`src/rtl/cond_logic_it_if.sv`:
```
// rtl/cond_logic_it_if.sv - decode-side bundle between the core and the conditional-execution unit
// The core drives decode fields and reads the gated write enables back.
interface cond_logic_it_if #(
   parameter int NUM_BANKS = 2,
   parameter int IT_DEPTH  = 4
);
   localparam int BW = (NUM_BANKS > 1) ? $clog2(NUM_BANKS) : 1;
   localparam int LW = $clog2(IT_DEPTH + 1);

   logic                InstrValid;
   logic                PCS;
   logic                RegW;
   logic                MemW;
   logic [1:0]          FlagW;
   logic [3:0]          Cond;
   logic [3:0]          ALUFlags;
   logic [BW-1:0]       BankSel;
   logic                ITStart;
   logic [3:0]          ITCond;
   logic [IT_DEPTH-1:0] ITMask;
   logic [LW-1:0]       ITLen;
   logic                Flush;

   logic                PCSrc;
   logic                RegWrite;
   logic                MemWrite;
   logic                CondEx;
   logic [3:0]          FlagsOut;
   logic                InIT;
   logic [LW-1:0]       ITRemain;
   logic                ITErr;

   modport master (
      output InstrValid, PCS, RegW, MemW, FlagW, Cond, ALUFlags, BankSel,
             ITStart, ITCond, ITMask, ITLen, Flush,
      input  PCSrc, RegWrite, MemWrite, CondEx, FlagsOut, InIT, ITRemain, ITErr
   );

   modport slave (
      input  InstrValid, PCS, RegW, MemW, FlagW, Cond, ALUFlags, BankSel,
             ITStart, ITCond, ITMask, ITLen, Flush,
      output PCSrc, RegWrite, MemWrite, CondEx, FlagsOut, InIT, ITRemain, ITErr
   );
endinterface

```
`src/rtl/cond_logic_it.sv`:
```
// rtl/cond_logic_it.sv - banked NZCV flags, ARM condition evaluation and IT block sequencer
// Conditions resolve combinationally from registered flags; only state updates are clocked.
module cond_logic_it #(
   parameter int NUM_BANKS = 2,
   parameter int IT_DEPTH  = 4
) (
   input  logic           CLK,
   input  logic           RESETn,
   cond_logic_it_if.slave bus
);
   localparam int BW = (NUM_BANKS > 1) ? $clog2(NUM_BANKS) : 1;
   localparam int LW = $clog2(IT_DEPTH + 1);

   logic [3:0]          flags_q [NUM_BANKS];
   logic [3:0]          flags_d [NUM_BANKS];
   logic                in_it_q, in_it_d;
   logic [LW-1:0]       it_remain_q, it_remain_d;
   logic [IT_DEPTH-1:0] mask_q, mask_d;
   logic [3:0]          it_cond_q, it_cond_d;
   logic                it_err_q, it_err_d;

   logic [3:0]          cur_flags;
   logic [3:0]          eff_cond;
   logic                cond_true;
   logic                cond_ex;
   logic                gate;
   logic [IT_DEPTH-1:0] len_mask;
   logic                len_ok;
   logic                it_ok;
   logic                it_try;
   logic                it_accept;
   logic                flag_n, flag_z, flag_c, flag_v;

   // Banks beyond NUM_BANKS (non power-of-two counts) read as zero.
   always_comb begin
      cur_flags = 4'b0000;
      for (int b = 0; b < NUM_BANKS; b++) begin
         if (bus.BankSel == BW'(b)) cur_flags = flags_q[b];
      end
   end

   assign {flag_n, flag_z, flag_c, flag_v} = cur_flags;

   always_comb begin
      if (!in_it_q)      eff_cond = bus.Cond;
      else if (mask_q[0]) eff_cond = it_cond_q;
      else               eff_cond = {it_cond_q[3:1], ~it_cond_q[0]};
   end

   always_comb begin
      case (eff_cond)
         4'b0000: cond_true = flag_z;
         4'b0001: cond_true = ~flag_z;
         4'b0010: cond_true = flag_c;
         4'b0011: cond_true = ~flag_c;
         4'b0100: cond_true = flag_n;
         4'b0101: cond_true = ~flag_n;
         4'b0110: cond_true = flag_v;
         4'b0111: cond_true = ~flag_v;
         4'b1000: cond_true = flag_c & ~flag_z;
         4'b1001: cond_true = ~flag_c | flag_z;
         4'b1010: cond_true = (flag_n == flag_v);
         4'b1011: cond_true = (flag_n != flag_v);
         4'b1100: cond_true = ~flag_z & (flag_n == flag_v);
         4'b1101: cond_true = flag_z | (flag_n != flag_v);
         default: cond_true = 1'b1;
      endcase
   end

   // An IT opening a block always executes; one arriving inside a block takes its slot condition.
   assign cond_ex = (bus.ITStart & ~in_it_q) | cond_true;
   assign gate    = bus.InstrValid & cond_ex & ~bus.ITStart;

   assign bus.CondEx   = cond_ex;
   assign bus.PCSrc    = bus.PCS  & gate;
   assign bus.RegWrite = bus.RegW & gate;
   assign bus.MemWrite = bus.MemW & gate;
   assign bus.FlagsOut = cur_flags;
   assign bus.InIT     = in_it_q;
   assign bus.ITRemain = it_remain_q;
   assign bus.ITErr    = it_err_q;

   always_comb begin
      len_mask = '0;
      for (int i = 0; i < IT_DEPTH; i++) begin
         if (i < int'(bus.ITLen)) len_mask[i] = 1'b1;
      end
   end

   // AL has no inverse, so an Else slot under an AL base is malformed.
   assign len_ok    = (bus.ITLen != '0) && (int'(bus.ITLen) <= IT_DEPTH);
   assign it_ok     = len_ok & ~((bus.ITCond == 4'b1110) & (|(~bus.ITMask & len_mask)));
   assign it_try    = bus.ITStart & bus.InstrValid & ~bus.Flush;
   assign it_accept = it_try & ~in_it_q & it_ok;
   assign it_err_d  = it_try & (in_it_q | ~it_ok);

   always_comb begin
      for (int b = 0; b < NUM_BANKS; b++) begin
         flags_d[b] = flags_q[b];
         if (gate && bus.BankSel == BW'(b)) begin
            if (bus.FlagW[1]) flags_d[b][3:2] = bus.ALUFlags[3:2];
            if (bus.FlagW[0]) flags_d[b][1:0] = bus.ALUFlags[1:0];
         end
      end
   end

   always_comb begin
      in_it_d     = in_it_q;
      it_remain_d = it_remain_q;
      mask_d      = mask_q;
      it_cond_d   = it_cond_q;
      if (bus.Flush) begin
         in_it_d     = 1'b0;
         it_remain_d = '0;
         mask_d      = '0;
      end else if (it_accept) begin
         in_it_d     = 1'b1;
         it_remain_d = bus.ITLen;
         mask_d      = bus.ITMask;
         it_cond_d   = bus.ITCond;
      end else if (in_it_q && bus.InstrValid) begin
         if (bus.PCSrc) begin
            in_it_d     = 1'b0;
            it_remain_d = '0;
            mask_d      = '0;
         end else begin
            mask_d      = mask_q >> 1;
            it_remain_d = it_remain_q - LW'(1);
            if (it_remain_q == LW'(1)) in_it_d = 1'b0;
         end
      end
   end

   always_ff @(posedge CLK or negedge RESETn) begin
      if (!RESETn) begin
         for (int b = 0; b < NUM_BANKS; b++) flags_q[b] <= 4'b0000;
         in_it_q     <= 1'b0;
         it_remain_q <= '0;
         mask_q      <= '0;
         it_cond_q   <= 4'b0000;
         it_err_q    <= 1'b0;
      end else begin
         for (int b = 0; b < NUM_BANKS; b++) flags_q[b] <= flags_d[b];
         in_it_q     <= in_it_d;
         it_remain_q <= it_remain_d;
         mask_q      <= mask_d;
         it_cond_q   <= it_cond_d;
         it_err_q    <= it_err_d;
      end
   end
endmodule

```
`src/flat_wrapper.sv`:
```
// flat-port wrapper written by rule: the top's interface ports become plain ports
module cond_logic_it_flat 
#(
   parameter int NUM_BANKS = 2,
   parameter int IT_DEPTH  = 4
)
  (CLK, RESETn, bus_InstrValid, bus_PCS, bus_RegW, bus_MemW, bus_FlagW, bus_Cond, bus_ALUFlags, bus_BankSel, bus_ITStart, bus_ITCond, bus_ITMask, bus_ITLen, bus_Flush, bus_PCSrc, bus_RegWrite, bus_MemWrite, bus_CondEx, bus_FlagsOut, bus_InIT, bus_ITRemain, bus_ITErr);
  cond_logic_it_if #(.NUM_BANKS(NUM_BANKS), .IT_DEPTH(IT_DEPTH)) bus_i ();
  input  logic CLK;
  input  logic RESETn;
  input wire logic [$bits(bus_i.InstrValid)-1:0] bus_InstrValid;
  input wire logic [$bits(bus_i.PCS)-1:0] bus_PCS;
  input wire logic [$bits(bus_i.RegW)-1:0] bus_RegW;
  input wire logic [$bits(bus_i.MemW)-1:0] bus_MemW;
  input wire logic [$bits(bus_i.FlagW)-1:0] bus_FlagW;
  input wire logic [$bits(bus_i.Cond)-1:0] bus_Cond;
  input wire logic [$bits(bus_i.ALUFlags)-1:0] bus_ALUFlags;
  input wire logic [$bits(bus_i.BankSel)-1:0] bus_BankSel;
  input wire logic [$bits(bus_i.ITStart)-1:0] bus_ITStart;
  input wire logic [$bits(bus_i.ITCond)-1:0] bus_ITCond;
  input wire logic [$bits(bus_i.ITMask)-1:0] bus_ITMask;
  input wire logic [$bits(bus_i.ITLen)-1:0] bus_ITLen;
  input wire logic [$bits(bus_i.Flush)-1:0] bus_Flush;
  output wire logic [$bits(bus_i.PCSrc)-1:0] bus_PCSrc;
  output wire logic [$bits(bus_i.RegWrite)-1:0] bus_RegWrite;
  output wire logic [$bits(bus_i.MemWrite)-1:0] bus_MemWrite;
  output wire logic [$bits(bus_i.CondEx)-1:0] bus_CondEx;
  output wire logic [$bits(bus_i.FlagsOut)-1:0] bus_FlagsOut;
  output wire logic [$bits(bus_i.InIT)-1:0] bus_InIT;
  output wire logic [$bits(bus_i.ITRemain)-1:0] bus_ITRemain;
  output wire logic [$bits(bus_i.ITErr)-1:0] bus_ITErr;
  assign bus_i.InstrValid = bus_InstrValid;
  assign bus_i.PCS = bus_PCS;
  assign bus_i.RegW = bus_RegW;
  assign bus_i.MemW = bus_MemW;
  assign bus_i.FlagW = bus_FlagW;
  assign bus_i.Cond = bus_Cond;
  assign bus_i.ALUFlags = bus_ALUFlags;
  assign bus_i.BankSel = bus_BankSel;
  assign bus_i.ITStart = bus_ITStart;
  assign bus_i.ITCond = bus_ITCond;
  assign bus_i.ITMask = bus_ITMask;
  assign bus_i.ITLen = bus_ITLen;
  assign bus_i.Flush = bus_Flush;
  assign bus_PCSrc = bus_i.PCSrc;
  assign bus_RegWrite = bus_i.RegWrite;
  assign bus_MemWrite = bus_i.MemWrite;
  assign bus_CondEx = bus_i.CondEx;
  assign bus_FlagsOut = bus_i.FlagsOut;
  assign bus_InIT = bus_i.InIT;
  assign bus_ITRemain = bus_i.ITRemain;
  assign bus_ITErr = bus_i.ITErr;
  cond_logic_it #(.NUM_BANKS(NUM_BANKS), .IT_DEPTH(IT_DEPTH)) u_core (.CLK(CLK), .RESETn(RESETn), .bus(bus_i));
endmodule
```
`config.mk`:
```
export PLATFORM = sky130hd
export DESIGN_NAME = cond_logic_it_flat
export DESIGN_NICKNAME = d
export VERILOG_FILES = /design/src/rtl/cond_logic_it_if.sv /design/src/rtl/cond_logic_it.sv /design/src/flat_wrapper.sv
export SDC_FILE = /design/constraint.sdc
export NUM_CORES = 1
export LEC_CHECK = 0
export ABC_AREA = 1
export CAP_MARGIN = 20
export CORE_MARGIN = 4
export CORE_UTILIZATION = 44
export DETAILED_ROUTE_END_ITERATION = 12
export GPL_ROUTABILITY_DRIVEN = 0
export PLACE_DENSITY_LB_ADDON = 0.25
export SLEW_MARGIN = 40
export SYNTH_ARGS = -nofsm -noshare
export SYNTH_HDL_FRONTEND = slang
export SYNTH_SLANG_ARGS = --single-unit
```
`constraint.sdc`:
```
create_clock -name CLK -period 1.7 [get_ports CLK]
set_clock_uncertainty 0.15 [all_clocks]
set_input_delay 0.34 -clock CLK [delete_from_list [all_inputs] [get_ports CLK]]
set_output_delay 0.34 -clock CLK [all_outputs]
set_load 0.01 [all_outputs]
```
==> Word level (Yosys, flattened, before mapping) <==
Cells that the tools add are included.
{ "op_classes": {"n_addsub": 1, "magnitude_cmp": 5, "n_eq_ne": 17, "muxes": 21, "bitwise": 32, "n_reduce_logical": 15} }
{ "op_table": {"columns": ["cell", "n"], "rows": [
  ["4-bit equality test (second input constant)", 7],
  ["4-bit 2-to-1 mux", 5],
  ["4-bit by 3-bit equality test with 1-bit output (second input constant)", 4],
  ["1-bit AND", 15],
  ["3-bit 2-to-1 mux", 5],
  ["1-bit one-hot mux with 14 select lines", 1],
  ["2-bit AND reduction", 6],
  ["1-bit inverter", 11],
  ["1-bit 2-to-1 mux", 10],
  ["4-bit by 2-bit equality test with 1-bit output (second input constant)", 2],
  ["1-bit by 3-bit < comparator with 1-bit output (first input constant)", 2],
  ["2-bit by 3-bit < comparator with 1-bit output (first input constant)", 2],
  ["3-bit nonzero test", 2],
  ["4-bit AND", 1],
  ["4-bit by 1-bit equality test with 1-bit output (second input constant)", 1],
  ["1-bit logical AND", 4],
  ["4-bit logical NOT", 1],
  ["4-bit inverter", 1],
  ["1-bit bitwise OR", 4],
  ["4-bit nonzero test", 1],
  ["4-bit OR reduction", 1],
  ["3-bit by 1-bit equality test with 1-bit output (second input constant)", 1],
  ["3-bit less-or-equal comparator (second input constant)", 1],
  ["3-bit by 1-bit subtractor with 3-bit output (second input constant)", 1],
  ["other kinds (2)", 2]
]} }
{ "word_totals": {"reg_bits": 21, "output_inout_bits": 13} }

==> Depth between registers and ports, before layout <==
Gate-level depths: netlist of run 1.
{ "logic_depth": {"depth_word": 13, "depth_mapped": 17, "depth_no_buf": 16} }

==> Worst setup path before layout of run 1 <==
No wires, ideal clock.
{ "synth_path": {"path_type": "register to output", "start": "reg u_core.in_it_q (netlist: u_core.bus.InIT)", "end": "out bus_MemWrite", "arrival_ps": 1497, "setup_slack_ps": -287, "path_stages_with_launch": 13, "path_buffers": 1, "cell_sequence": "dfrtp_1 buf_6 inv_6 nand2_2 nand2_4 nand2_2 a21oi_2 nand2_2 nor2_2 nor2_2 nand2_4 nand2_4 nor2_1"} }
{ "synth_between": {"elab_chain_len": 7, "word_cells_on_any_way": 22, "cone_classes": "eq/ne (13); mux (2); bitwise (6); reduce/logical (1)"} }
{ "synth_lines": {"columns": ["item", "line_no", "rtl"], "rows": [
  ["from (decl)", "cond_logic_it.sv:16", "logic in_it_q, in_it_d;"],
  ["from (signal assigned)", "cond_logic_it.sv:144", "in_it_q <= in_it_d;"],
  ["4-bit 2-to-1 mux", "cond_logic_it.sv:45", "if (!in_it_q) eff_cond = bus.Cond;"],
  ["4-bit equality test, or another cell as far along", "cond_logic_it.sv:51", "case (eff_cond)"],
  ["1-bit one-hot mux with 14 select lines", "cond_logic_it.sv:51", null],
  ["1-bit bitwise OR *", "cond_logic_it.sv:71", "assign cond_ex = (bus.ITStart & ~in_it_q) | cond_true;"],
  ["net bus_CondEx", "flat_wrapper.sv:27", "output wire logic [$bits(bus_i.CondEx)-1:0] bus_CondEx;"],
  ["1-bit AND * (2 in series)", "cond_logic_it.sv:72", "assign gate = bus.InstrValid & cond_ex & ~bus.ITStart;"],
  ["1-bit AND *", "cond_logic_it.sv:77", "assign bus.MemWrite = bus.MemW & gate;"],
  ["to (decl)", "flat_wrapper.sv:26", "output wire logic [$bits(bus_i.MemWrite)-1:0] bus_MemWrite;"]
]} }
Mark *: on every way through the listed nets, which the timed path passes. The rest lies on a longest branch.

==> Final worst setup path of run 1 <==
{ "layout_path": {"start": "reg u_core.in_it_q (netlist: u_core.bus.InIT)", "end": "out bus_CondEx"} }
{ "layout_between": {"elab_chain_len": 4, "word_cells_on_any_way": 19, "cone_classes": "eq/ne (13); mux (2); bitwise (3); reduce/logical (1)"} }
{ "layout_lines": {"columns": ["item", "line_no"], "rows": [
  ["4-bit 2-to-1 mux", "cond_logic_it.sv:45"],
  ["4-bit equality test, or another cell as far along", "cond_logic_it.sv:51"],
  ["1-bit one-hot mux with 14 select lines", "cond_logic_it.sv:51"],
  ["1-bit bitwise OR *", "cond_logic_it.sv:71"],
  ["to (decl)", "flat_wrapper.sv:27"]
]} }
Every way passes the cells marked *; elsewhere a longest branch is shown, timed or not.

==> results of run 1 <==
[layout make-up]
cell class / instances / area [µm²] / area share
multi-input cells: 183 / 1000 / 0.394
repair buffers: 89 / 798 / 0.314
flip-flops and latches: 21 / 527 / 0.207
inverters: 31 / 133 / 0.0521
well taps: 46 / 57.6 / 0.0226
clock buffers: 4 / 26.3 / 0.0103
[layout by cell type, fill, tap and decap left out, types with 5 or more instances in the layout]
cell and count:
buf_4 39, buf_6 10, clkdlybuf4s50_1 23, dfrtp_1 20, dlygate4sd2_1 7, inv_1 23
inv_2 5, nand2_1 95, nand2_2 19, nand2_4 8, nand3_1 16, nand3_2 7
nor2_1 6, nor2_2 5
[flip-flops by register name, indices dropped and copies added, names as in the netlist]
register,flops
u_core.mask_q,4
u_core.flags_q,8
u_core.bus.ITErr,1
u_core.bus.InIT,1
u_core.bus.ITRemain,3
u_core.it_cond_q,4
[worst reg2reg max path: stages, from the launching register on]
cell      delay, ns
dfrtp_2        0.47
clkinv_4       0.11
nand2_4        0.08
nand2_4        0.05
buf_4          0.13
inv_1          0.06
nand3_1        0.08
a21oi_2        0.13
nor2_2         0.07
nand2_4        0.09
nand2_4        0.07
buf_4          0.16
nor2_4         0.17
nand2_2        0.07
nand2_1        0.06
nand2_1        0.05
[through the flow]
step | cell area, µm² | instances | hold slack [ns]
3_5_place_dp | 2360 | 359 | 0.317
3_3_place_gp | 2360 | 359 | 0.307
5_1_grt | 2540 | 374 | 0.237
6_report | 2540 | 374 | 0.220
2_1_floorplan | 1620 | 238 | -0.106
4_1_cts | 2480 | 372 | 0.223
[path summary, 6_finish.rpt]
check	start	end	slack, ns	cells after the start
max in group asynchronous	RESETn	u_core.bus.InIT$_DFFE_PN0P_	0.95	2
worst min register to register	u_core.flags_q[5]$_DFFE_PN0P_	u_core.flags_q[5]$_DFFE_PN0P_	0.36	2
min in group CLK	bus_ITMask[3]	u_core.mask_q[3]$_DFFE_PN0P_	0.35	5
worst max register to register	u_core.bus.InIT$_DFFE_PN0P_	u_core.flags_q[2]$_DFFE_PN0P_	-0.38	15
worst max-delay path	u_core.bus.InIT$_DFFE_PN0P_	bus_CondEx	-0.66	12
worst min-delay path	RESETn	u_core.mask_q[3]$_DFFE_PN0P_	0.22	2
[what timing repair did]
item,in CTS,in global routing
gates resized for setup,69,18
gates cloned,1,0
setup endpoints to repair,32,28
buffers inserted,9,6
pin swaps,25,16
[metal layers]
metal  vias up  track usage  part of all wire
met4         0       0.0744             0.019
met3        10       0.0246             0.041
met1       782        0.281              0.46
met2        42        0.334              0.48
met5         -            0                 0
li1        917            -                 -
[cells by family after synthesis]
kind of cell / after synthesis / share of synthesized area
simple gates: 165 / 0.489
buf+inv: 34 / 0.0991
fa+ha+maj: 2 / 0.0159
flops: 21 / 0.333
xor+xnor: 1 / 0.00555
compound gates: 15 / 0.0579
[power by group through the flow]
stage | Sequential, mW | Combinational (mW) | Clock [mW]
2_1_floorplan | 0.697 | 0.554 | 0
3_3_place_gp | 0.720 | 0.981 | 0
3_5_place_dp | 0.726 | 0.997 | 0
4_1_cts | 0.714 | 1.06 | 0.247
5_1_grt | 0.727 | 1.22 | 0.267
6_report | 0.712 | 1.09 | 0.240
==> results by group, run 1 <==
Synth
  – Most frequent cell after synthesis: nand2_1
  – Largest cells by area after synthesis: dfrtp_1 33%, nand2_1 25%, inv_1 6.7%
  – Syn. warnings: 0
  – Top-area cell type share of the netlist area: 0.333
  – Netlist Area Pre-Place: about 0.0016 mm²
  – Yosys reg bits: 21
  – Sequential-to-total area share from yosys stat: 0.333
  – Cell variety after synth: 29
  – Most frequent cells after synthesis: 107 x nand2_1, 28 x inv_1, 21 x dfrtp_1, 21 x nand3_1, 12 x nand2_2
  – Ys flop type: dfrtp_1
  – EDFF count, synth: 0
  – Synthesized net count: 270
  – Synth area leader: dfrtp_1
  – Syn Area/Cell: between 6 and 7 µm²
  – Async SR Flop Fraction: 1.00
  – Mapped Cells: 238

Run status
  – Failing checks: negative setup slack
  – Status: complete, but fails checks

Clocking
  – H-tree Lvls: 1
  – CTS buffer count: 3
  – Clock slew seen by the registers of the worst setup and hold paths: 0.11 ns
  – Clk root buf: clkbuf_4
  – Clock sink count: 21
  – TritonCTS clock tree: built
  – Post-CTS Hold Fix Bufs: 0
  – Worst-case clock buffer depth: 2
  – Clock latency on the worst-skew pair: 0.30 ns

Cells and area
  – Fillers: between 200 and 300
  – N_diodes: 0
  – Layout cells sized above 1: 0.357
  – Synthesis-to-layout area growth: 61.2%
  – Layout net count: roughly 360
  – Core Util, Final: 0.750

Power
  – Gate power share: 0.533
  – Leakage: ~1.4 nW
  – Switch Pwr: ~0.79 mW
  – Internal Dissipation: ~1.3 mW
  – Total power: 2.04 mW
  – Register share of total power: 0.349
  – Share of total power in the clock network: 0.117
  – Power per cell area: approximately 800 mW/mm²
  – Max IR drop VDD: about 0.0005 V
  – Net Sw Frac: 0.386

Global route
  – Gr ovfl total: 0
  – Vias in the first global route: about 1700
  – GRT Util Overall: 0.205
  – Largest net degree at the start of global routing: 22
  – Initial antenna violation count: 0
  – Global-route wire length before repair: between 7000 and 8000 µm

Timing
  – Setup TNS: -7.49 ns
  – Final Cycle Share: 1.39
  – Post-route worst setup slack: -0.658 ns
  – Worst Max-Slew Pin Slew: 0.276 ns
  – Slew Viols, Final: 0
  – Rel. slew slack: 0.816
  – Fmax: 424 MHz
  – Tmin final: between 2 and 2.5 ns
  – RSZ-0062 raised after global routing: yes
  – Fin. Hold Viols: 0
  – Setup violations, final: 20

Setup path
  – Arr. time, crit path: around 1.9 ns
  – Crit-path slowest cell: dfrtp_2
  – Most Frequent Cell on Critical Path: nand2_4
  – Top delay family on crit path: simple AND/OR/NAND/NOR gates
  – Crit path largest cell delay: ~0.48 ns
  – Critical path launch point type: register
  – WS Path Type: reg2out
  – CP cell instances: clkinv_4 -> nand2_4 -> nand2_4 -> nand2_4 -> a21oi_2 -> nand2_2 -> nand2_1 -> nand2_1 -> nor2_2 -> nand2_4 -> buf_4 -> buf_6
  – CP bufs+invs: 3
  – Crit Path Max Fanout: 7
  – WP data required: about 1.2 ns
  – Critical Path Sink Type: primary output

Route
  – Vias: between 1500 and 2000
  – Drt drc: 0
  – WL final: 4290 µm
  – First-pass DRT Iterations: 4
  – Post-route ant nets: 0
  – Avg Vias per Cell: 4.68
  – DR iter-0 viols: 82
  – Drt wl/cell: around 11 µm

Die
  – Die Span Y: 67.9 µm
  – Core footprint: about 0.0034 mm²
  – Die outline area: ~0.0046 mm²
  – Row Count: 21
  – Io pins: 43
  – Initial core utilization: 0.465
  – Die width: roughly 68 µm

Run
  – Max-cap viol count: 0

Placement
  – DP Wirelength: 3230 µm
  – IO Port Bufs: 42
  – Pre-CTS setup slack: -1.16 ns

Hold path
  – Hold/Removal Path Class: in2async
Power figures use the tool's default switching activity.
==> run 2, diff against run 1 <==
Settings changed: CORE_MARGIN 4 to 2, SLEW_MARGIN 40 to 20.
==> run 2 against run 1 <==
  * The run still ends with negative setup slack left
  * Final cell count rose by 1.1%
  * Count of clock-buffer cells in the layout fell by 1
  * Global-route usage rose by 2.9 points
  * Total power rose by 4.7%
  * Maximum frequency fell by 3.0%
  * Non-clock buffer count rose by 4
  * Wire length rose by 3.3%
  * Register-to-register slack got worse by 0.21 ns
  * Worst hold slack got worse by 0.024 ns
  * Critical path depth did not move
  * First-iteration DRC count fell by 9.8%
==> results by group, run 2 (synthesized netlist as in run 1, its figures left out) <==
Timing
  – Final Cycle Share: 1.43 (+0.0424)
  – Slew Viols, Final: 0 (unchanged)
  – Fin. Hold Viols: 0 (unchanged)
  – Rel. slew slack: 0.813 (-0.00310)
  – RSZ-0062 raised after global routing: yes
  – Setup violations, final: 20 (unchanged)
  – Tmin final: 2.43 ns (+0.0721 ns)
  – Worst Max-Slew Pin Slew: 0.280 ns (+0.00465 ns)
  – Fmax: 412 MHz (-3.0%)
  – Post-route worst setup slack: -0.730 ns (-0.0721 ns)

Global route
  – Gr ovfl total: 0 (unchanged)
  – Global-route wire length before repair: 7640 µm (+6.6%)
  – Initial antenna violation count: 0 (unchanged)
  – Largest net degree at the start of global routing: 22 (unchanged)
  – GRT Util Overall: 0.234 (+0.0292)
  – Vias in the first global route: 1755 (+2.3%)

Die
  – Die outline area: 0.00408 mm² (-11%)
  – Core footprint: 0.00339 mm² (unchanged)
  – Die Span Y: 63.9 µm (-5.9%)
  – Initial core utilization: 0.465 (unchanged)
  – Die width: 63.9 µm (-5.9%)
  – Io pins: 43 (unchanged)
  – Row Count: 21 (unchanged)

Route
  – DR iter-0 viols: 74 (-9.8%)
  – Drt wl/cell: 11.7 µm (+2.2%)
  – Vias: 1765 (+0.80%)
  – Avg Vias per Cell: 4.67 (-0.27%)
  – Drt drc: 0 (unchanged)
  – WL final: 4430 µm (+3.3%)
  – Post-route ant nets: 0 (unchanged)
  – First-pass DRT Iterations: 4 (unchanged)

Clocking
  – Clock latency on the worst-skew pair: 0.32 ns (+0.02 ns)
  – Clock slew seen by the registers of the worst setup and hold paths: 0.13 ns (+0.02 ns)
  – Worst-case clock buffer depth: 2 (unchanged)
  – Clk root buf: clkbuf_4
  – H-tree Lvls: 1 (unchanged)
  – TritonCTS clock tree: built
  – CTS buffer count: 3 (unchanged)
  – Clock sink count: 21 (unchanged)

Power
  – Max IR drop VDD: 0.000601 V (+24%)
  – Register share of total power: 0.332 (-0.017)
  – Leakage: 1.42 nW (+1.9%)
  – Power per cell area: 822 mW/mm² (+2.5%)
  – Net Sw Frac: 0.392 (+0.00643)
  – Share of total power in the clock network: 0.119 (+0.002)
  – Total power: 2.13 mW (+4.7%)
  – Internal Dissipation: 1.30 mW (+3.6%)
  – Gate power share: 0.549 (+0.016)
  – Switch Pwr: 0.838 mW (+6.4%)

Setup path
  – CP Launch Point: u_core.bus.InIT$_DFFE_PN0P_
  – WP data required: 1.21 ns (about the same)
  – Crit Path Max Fanout: 7 (unchanged)
  – CP bufs+invs: 4 (+1)
  – Crit-path slowest cell: dfrtp_2
  – Arr. time, crit path: 1.94 ns (+0.07 ns)
  – Critical path launch point type: register
  – Top delay family on crit path: simple AND/OR/NAND/NOR gates
  – Critical Path Sink Type: primary output
  – WS Path Type: reg2out
  – Crit path largest cell delay: 0.50 ns (+0.02 ns)
  – R2R Path Start: u_core.bus.InIT$_DFFE_PN0P_
  – Most Frequent Cell on Critical Path: nand2_4
  – CP cell instances: buf_6 -> nand2_2 -> nand2_4 -> buf_4 -> o22ai_2 -> inv_1 -> nand2_1 -> nor2_2 -> nand2_4 -> nand2_4 -> nor2_4 -> buf_6

Placement
  – IO Port Bufs: 42 (unchanged)
  – DP Wirelength: 3100 µm (-4.3%)

Cells and area
  – Synthesis-to-layout area growth: 64.6%
  – Core Util, Final: 0.766 (+0.0159)
  – Largest Register: u_core.flags_q
  – Layout cells sized above 1: 0.380 (+0.0228)
  – Commonest cells after routing, fill and taps aside: 90 x nand2_1, 41 x buf_4, 24 x nand2_2
  – Commonest non-fill, non-tap cell in the layout: nand2_1
  – Top Registers: u_core.flags_q: 8 flops, u_core.it_cond_q: 4 flops, u_core.mask_q: 4 flops
  – Max reg flops: 8 (unchanged)
  – Layout net count: 365 (+1.1%)
  – N_diodes: 0 (unchanged)

Hold path
  – Hold/Removal Path Class: in2async

Run status
  – Status: complete, but fails checks
  – Failing checks: negative setup slack

Run
  – Max-cap viol count: 0 (unchanged)
[run 2: cell count changes in the layout (fill, tap and decap cells not counted), sizes merged]
| cell | delta |
|---|---|
| buf | +4 |
| clkdlybuf4s15 | -1 |
| clkdlybuf4s50 | -1 |
| clkinv | +1 |
| clkinvlp | -1 |
| dlygate4sd2 | +1 |
| inv | +1 |
[run 2: worst paths after layout]
kind,to,depth (start not counted),slack [ns]
worst min register to register,u_core.mask_q[2]$_DFFE_PN0P_,2,0.36
worst min-delay path,u_core.mask_q[3]$_DFFE_PN0P_,2,0.20
min in group CLK,u_core.mask_q[3]$_DFFE_PN0P_,4,0.22
max in group asynchronous,u_core.bus.InIT$_DFFE_PN0P_,2,0.97
worst max-delay path,bus_RegWrite,12,-0.73
worst max register to register,u_core.flags_q[5]$_DFFE_PN0P_,16,-0.59
[run 2: per-layer routing]
layer | share of wire | track usage | up-vias
met5 | 0 | 0 | -
met4 | 0.015 | 0.0951 | 0
met3 | 0.029 | 0.0246 | 7
met2 | 0.50 | 0.388 | 29
met1 | 0.45 | 0.312 | 808
li1 | - | - | 921
[run 2: cell type report]
type	count	area [µm²]
clock inverters	1	5.00
repair buffers	93	831
fillers	248	792
multi-input cells	183	1020
well taps	46	57.6
flip-flops and latches	21	527
inverters	31	131
clock buffers	3	22.5
[run 2: what timing repair did]
item / 4_1_cts / 5_1_grt
gates cloned: 1 / 0
hold buffers: 0 / 0
resized for setup: 69 / 26
pin swaps: 21 / 17
setup endpoints to repair: 33 / 28
buffers inserted: 14 / 3
[run 2: power by group through the flow]
| stage | clock [mW] | sequential [mW] | combinational, mW |
|---|---|---|---|
| 2_1_floorplan | 0 | 0.697 | 0.554 |
| 3_5_place_dp | 0 | 0.723 | 0.998 |
| 3_3_place_gp | 0 | 0.719 | 0.978 |
| 4_1_cts | 0.258 | 0.703 | 1.10 |
| 5_1_grt | 0.282 | 0.723 | 1.29 |
| 6_report | 0.254 | 0.710 | 1.17 |
[run 2: metrics by stage]
| stage | std cells | TNS [ns] | hold slack, ns | cell area (µm²) | worst slack (ns) |
|---|---|---|---|---|---|
| 3_3_place_gp | 359 | -19.79 | 0.312 | 2360 | -1.13 |
| 6_report | 378 | -10.39 | 0.196 | 2600 | -0.730 |
| 2_1_floorplan | 238 | -3.38 | -0.106 | 1620 | -0.259 |
| 4_1_cts | 376 | -9.52 | 0.198 | 2520 | -0.757 |
| 3_5_place_dp | 359 | -20.57 | 0.321 | 2360 | -1.15 |
| 5_1_grt | 378 | -12.46 | 0.224 | 2600 | -0.822 |
[run 2: worst reg2reg max path, stage by stage, from the launching register on]
cell     delay, ns
dfrtp_2       0.50
buf_6         0.15
nand2_2       0.08
nand2_4       0.08
buf_4         0.15
o22ai_2       0.10
inv_1         0.07
nand2_1       0.08
nor2_2        0.05
nand2_4       0.09
nand2_4       0.07
buf_4         0.14
buf_6         0.12
nor2_4        0.17
nand2_2       0.07
nand2_1       0.07
nand2_1       0.06
